===== src/rtl/dcache_write_buffer.sv =====
// Write-back buffer that queues evicted dirty DCache lines ahead of the AXI write channel.
// Optional macro WB_MERGE_EN: a push to a line already queued (and not in flight) overwrites it in place.
module dcache_write_buffer #(
    parameter int DEPTH  = 4,
    parameter int ADDR_W = 32,
    parameter int LINE_W = 256
) (
    input  logic                       clk,
    input  logic                       rst_n,
    input  logic                       push_i,
    input  logic [ADDR_W-1:0]          push_addr_i,
    input  logic [LINE_W-1:0]          push_data_i,
    output logic                       full_o,
    output logic                       empty_o,
    output logic [$clog2(DEPTH):0]     count_o,
    input  logic [ADDR_W-1:0]          lookup_addr_i,
    output logic                       hit_o,
    output logic [LINE_W-1:0]          hit_data_o,
    output logic                       axi_wen_o,
    output logic [ADDR_W-1:0]          axi_awaddr_o,
    output logic [LINE_W-1:0]          axi_wdata_o,
    input  logic                       axi_bvalid_i
);

    localparam int PTR_W = $clog2(DEPTH);
    localparam int CNT_W = PTR_W + 1;
    localparam int TAG_W = ADDR_W - 5;

    localparam logic [0:0] IDLE = 1'b0;
    localparam logic [0:0] SEND = 1'b1;

    logic [DEPTH-1:0]  valid_q;
    logic [TAG_W-1:0]  tag_q  [DEPTH];
    logic [LINE_W-1:0] data_q [DEPTH];
    logic [PTR_W-1:0]  head_q;
    logic [PTR_W-1:0]  tail_q;
    logic [CNT_W-1:0]  count_q;
    logic [0:0]        state_q;

    logic [TAG_W-1:0]  push_tag;
    logic [TAG_W-1:0]  lookup_tag;
    logic              full;
    logic              pop;
    logic              append;
    logic              merge_hit;
    logic              merge_wr;
    logic [PTR_W-1:0]  merge_idx;
    logic [PTR_W-1:0]  lookup_idx;
    logic              unused_addr_bits;

    assign push_tag         = push_addr_i[ADDR_W-1:5];
    assign lookup_tag       = lookup_addr_i[ADDR_W-1:5];
    assign unused_addr_bits = ^{push_addr_i[4:0], lookup_addr_i[4:0]};

    assign full = (count_q == CNT_W'(DEPTH));
    assign pop  = (state_q == SEND) && axi_bvalid_i;

`ifdef WB_MERGE_EN
    // The in-flight head is excluded so its burst data stays stable until bvalid.
    always_comb begin
        merge_hit = 1'b0;
        merge_idx = '0;
        for (int i = 0; i < DEPTH; i++) begin
            if (valid_q[i] && (tag_q[i] == push_tag) &&
                !((state_q == SEND) && (PTR_W'(i) == head_q))) begin
                merge_hit = 1'b1;
                merge_idx = PTR_W'(i);
            end
        end
    end
`else
    assign merge_hit = 1'b0;
    assign merge_idx = '0;
`endif

    assign merge_wr = push_i && merge_hit;
    assign append   = push_i && !merge_hit && !full;

    always_ff @(posedge clk) begin
        if (append) begin
            tag_q[tail_q]  <= push_tag;
            data_q[tail_q] <= push_data_i;
        end else if (merge_wr) begin
            data_q[merge_idx] <= push_data_i;
        end
    end

    always_ff @(posedge clk or negedge rst_n) begin
        if (!rst_n) begin
            valid_q <= '0;
            head_q  <= '0;
            tail_q  <= '0;
            count_q <= '0;
            state_q <= IDLE;
        end else begin
            if (append) begin
                valid_q[tail_q] <= 1'b1;
                tail_q          <= tail_q + 1'b1;
            end
            if (pop) begin
                valid_q[head_q] <= 1'b0;
                head_q          <= head_q + 1'b1;
            end
            count_q <= count_q + CNT_W'(append) - CNT_W'(pop);
            case (state_q)
                IDLE:    if (count_q != '0) state_q <= SEND;
                SEND:    if (axi_bvalid_i) state_q <= IDLE;
                default: state_q <= IDLE;
            endcase
        end
    end

    // Walk from head to tail so a later match overrides an earlier one: youngest wins.
    always_comb begin
        hit_o      = 1'b0;
        hit_data_o = '0;
        lookup_idx = '0;
        for (int i = 0; i < DEPTH; i++) begin
            lookup_idx = head_q + PTR_W'(i);
            if (valid_q[lookup_idx] && (tag_q[lookup_idx] == lookup_tag)) begin
                hit_o      = 1'b1;
                hit_data_o = data_q[lookup_idx];
            end
        end
    end

    assign full_o       = full;
    assign empty_o      = (count_q == '0);
    assign count_o      = count_q;
    assign axi_wen_o    = (state_q == SEND) && !axi_bvalid_i;
    assign axi_awaddr_o = {tag_q[head_q], 5'b0};
    assign axi_wdata_o  = data_q[head_q];

endmodule


===== config.mk =====
export PLATFORM = sky130hd
export DESIGN_NAME = dcache_write_buffer
export DESIGN_NICKNAME = d
export VERILOG_FILES = /design/src/rtl/dcache_write_buffer.sv
export SDC_FILE = /design/constraint.sdc
export NUM_CORES = 2
export LEC_CHECK = 0
export CORE_MARGIN = 3
export CORE_UTILIZATION = 58
export DETAILED_ROUTE_END_ITERATION = 10
export PLACE_DENSITY = 0.82
export SLEW_MARGIN = 20
export SYNTH_ARGS = -nofsm -noshare
export SYNTH_HDL_FRONTEND = slang
export SYNTH_SLANG_ARGS = --single-unit

===== constraint.sdc =====
create_clock -name clk -period 11.05 [get_ports clk]
set_input_delay 2.21 -clock clk [delete_from_list [all_inputs] [get_ports clk]]
set_output_delay 2.21 -clock clk [all_outputs]
set_load 0.02 [all_outputs]

==> metrics.txt <==
PortBufs=859; global-route wire length before repair=319 mm; Sink Count=1,144; Syn-to-layout area delta=18.1%; GRT Resource Usage Total=32.2%; Post-CTS Resized=0; Critical Path RT=8840 ps; post-DR wirelength/cell=31.6 µm; maximum root-to-sink buffer count=3; hold slack=564 ps; count of cell types in the netlist=58; Die Area=132,000 µm²; vias in the first global route=48,731; crit end category=output pin; setup TNS=0 ps; leakage=0.0273 µW; Critical Path Start Type=register; core footprint=126,000 µm²; share of the synthesized area in the top cell type=45.8%; Rel. slew slack=21.3%; Initial DRC Count=6,314; # IOs=875; Post-Route WL=216 mm; Worst-Margin Slew=1180 ps; period utilization=88.6%; Routed Antenna Nets=0; Worst-Skew Late Latency=770 ps; Placed Area=83,300 µm²; Main synth FF type=edfxtp_1; dominant cell type by area after synthesis=edfxtp_1; drt pass-1 iters=6; Avg Cell Area, Syn=16.7 µm²; final setup vio count=0; post-DP HPWL=133 mm; Max Clock Freq=0.102 GHz; Final Skew=40.3 ps; TritonCTS clock tree=done; Post-synth EDFFs=1,132; Synth area leaders=edfxtp_1 46%, mux4_2 33%, mux2i_1 4.9%; Final #Nets=5,339; Max Slew Vio Count=0; # hold bufs at CTS=0; Worst-path clk slew=60 ps; Fillers=7,941; Cells after Synth=4,440; die height=364 µm; pin count of the biggest net entering global routing=171; Post-Layout Cell Count=6,824; Via Count=50,584; H-tree depth=4; unrepaired setup endpoints after global routing=no; die span in x=364 µm; worst-path fanout max=76; Seq/Total Area, Yosys=46.2%; placed cells=6,521; gr ovfl total=0; worst vdd ir=400 µV; cell area after synthesis=74,200 µm²; setup bufs post-CTS=0; max_cap viols=0; Async SR Flop Fraction=1.05%; Num CTS Buffers=130; Yosys warnings=0; status=completed; Final Critical Period=9790 ps; worst endpoint data arrival time=7580 ps; DRC viols=0; standard-cell row count=130; worst min path class=reg -> reg; CTS Root Cell=clkbuf_16; FF+latch count, synth=1,144; initial antenna violation count=71; PD cells=273 nW/µm²; final hold viol count=0; gpl congestion=0.943; Setup CP Type=reg -> out; vias per cell=7.41; starting density of the core=58.8%; share of layout cells above drive strength 1=28.5%; fin area=87,600 µm²
## worst paths after layout
path	from	to	slack, ps	cells after the start
max	head_q[1]$_DFFE_PN0P_	hit_data_o[106]	1260	13
min	state_q$_DFF_PN0_	state_q$_DFF_PN0_	560	2
max reg2reg	head_q[1]$_DFFE_PN0P_	head_q[1]$_DFFE_PN0P_	7760	5
min reg2reg	state_q$_DFF_PN0_	state_q$_DFF_PN0_	560	2
max in group asynchronous	rst_n	head_q[1]$_DFFE_PN0P_	8560	1
min in group asynchronous	rst_n	count_o[0]$_DFF_PN0_	1900	1
## flip-flops by register name (all words and copies together) (netlist names)
register  flops
state_q       1
tag_q       108
data_q     1024
valid_q       4
tail_q        2
count_o       3
head_q        2
## stage by stage
stage                     worst slack, ps  power, µW  util (%)
after CTS                            1380      23900      69.3
final                                1260      23900      69.4
after global routing                 1010      24900      69.4
after detailed placement             2020      19700      66.0
after floorplan                      1350      16400         -
after global placement               2100      19400      66.0
## per-layer routing
metal	track usage (%)	vias up	wire, µm
li1	-	20569	-
met1	40.3	26181	72000
met2	50.5	3246	103000
met3	10.5	556	27300
met4	17.2	32	13100
met5	0	-	221
## layout make-up
type / instances / area (µm²) / area share [%]
repair buffers: 944 / 9750 / 11.1
diodes: 68 / 170 / 0.194
flip-flops and latches: 1144 / 34300 / 39.1
inverters: 16 / 60.1 / 0.0685
multi-input cells: 2768 / 37200 / 42.4
clock inverters: 78 / 631 / 0.720
clock buffers: 156 / 3470 / 3.96
well taps: 1650 / 2060 / 2.36
## where the power goes
part	leakage (µW)	switching (µW)	internal (µW)
registers	0.0105	697	5780
logic	0.0148	6410	6830
clock network	0.00202	1750	2440
total	0.0273	8850	15000
## layout by cell type (no fill, tap or decap), types with 43 or more instances in the layout
cell type	count
edfxtp_1	1132
mux4_2	1086
clkdlybuf4s50_1	859
mux2i_1	361
nand2_1	270
o21ai_0	265
and4_1	256
a22oi_1	188
clkbuf_16	135
a22oi_2	75
diode_2	68
xnor2_1	53
buf_4	43
## cells in the mapped netlist, types with 2 or more instances
library cell and number:
buf_4 31, and4_1 256, a2bb2oi_1 4, o22ai_1 8, a22oi_2 75, o221ai_1 3, a221oi_1 7, o21ai_0 265
nand2_1 271, clkbuf_2 2, nand4_1 9, buf_12 26, ha_1 10, a211oi_1 2, dfrtp_1 12, nand3_1 7
o2111ai_1 3, mux2_2 4, a31oi_1 8, o2bb2ai_1 2, nor2_1 18, xor2_1 40, mux4_1 4, buf_2 123
and2_1 8, a2111oi_0 5, o211ai_1 5, mux2i_1 361, nor2b_1 2, inv_1 15, nor3_1 5, a22oi_1 188
buf_1 20, clkbuf_1 302, a21oi_1 19, edfxtp_1 1132, nor4_2 2, a222oi_1 3, nor4_1 9, nand2b_1 7
mux4_2 1086, xnor2_1 53, o22a_1 2, buf_6 12
## kinds of logic after synthesis
logic type               synth area share, %
AO/OA/AOI/OAI                           5.71
XOR/XNOR                                1.10
adder cells (fa/ha/maj)                0.196
buffers and inverters                   3.75
flip-flops                              46.2
multiplexers                            38.0
other                                0.00506
AND/OR/NAND/NOR                         4.96
## worst max-delay path: stages (launching register included)
cell and delay, ps:
dfrtp_4 1020, buf_4 740, buf_4 830, mux4_2 420
xor2_1 180, nor4_1 500, nand4_1 170, nor4_1 300
nand4_1 330, buf_4 520, buf_4 520, o21ai_0 290
a22oi_1 110, clkdlybuf4s50_1 680
Note: power is estimated with default switching activity, not from simulation.
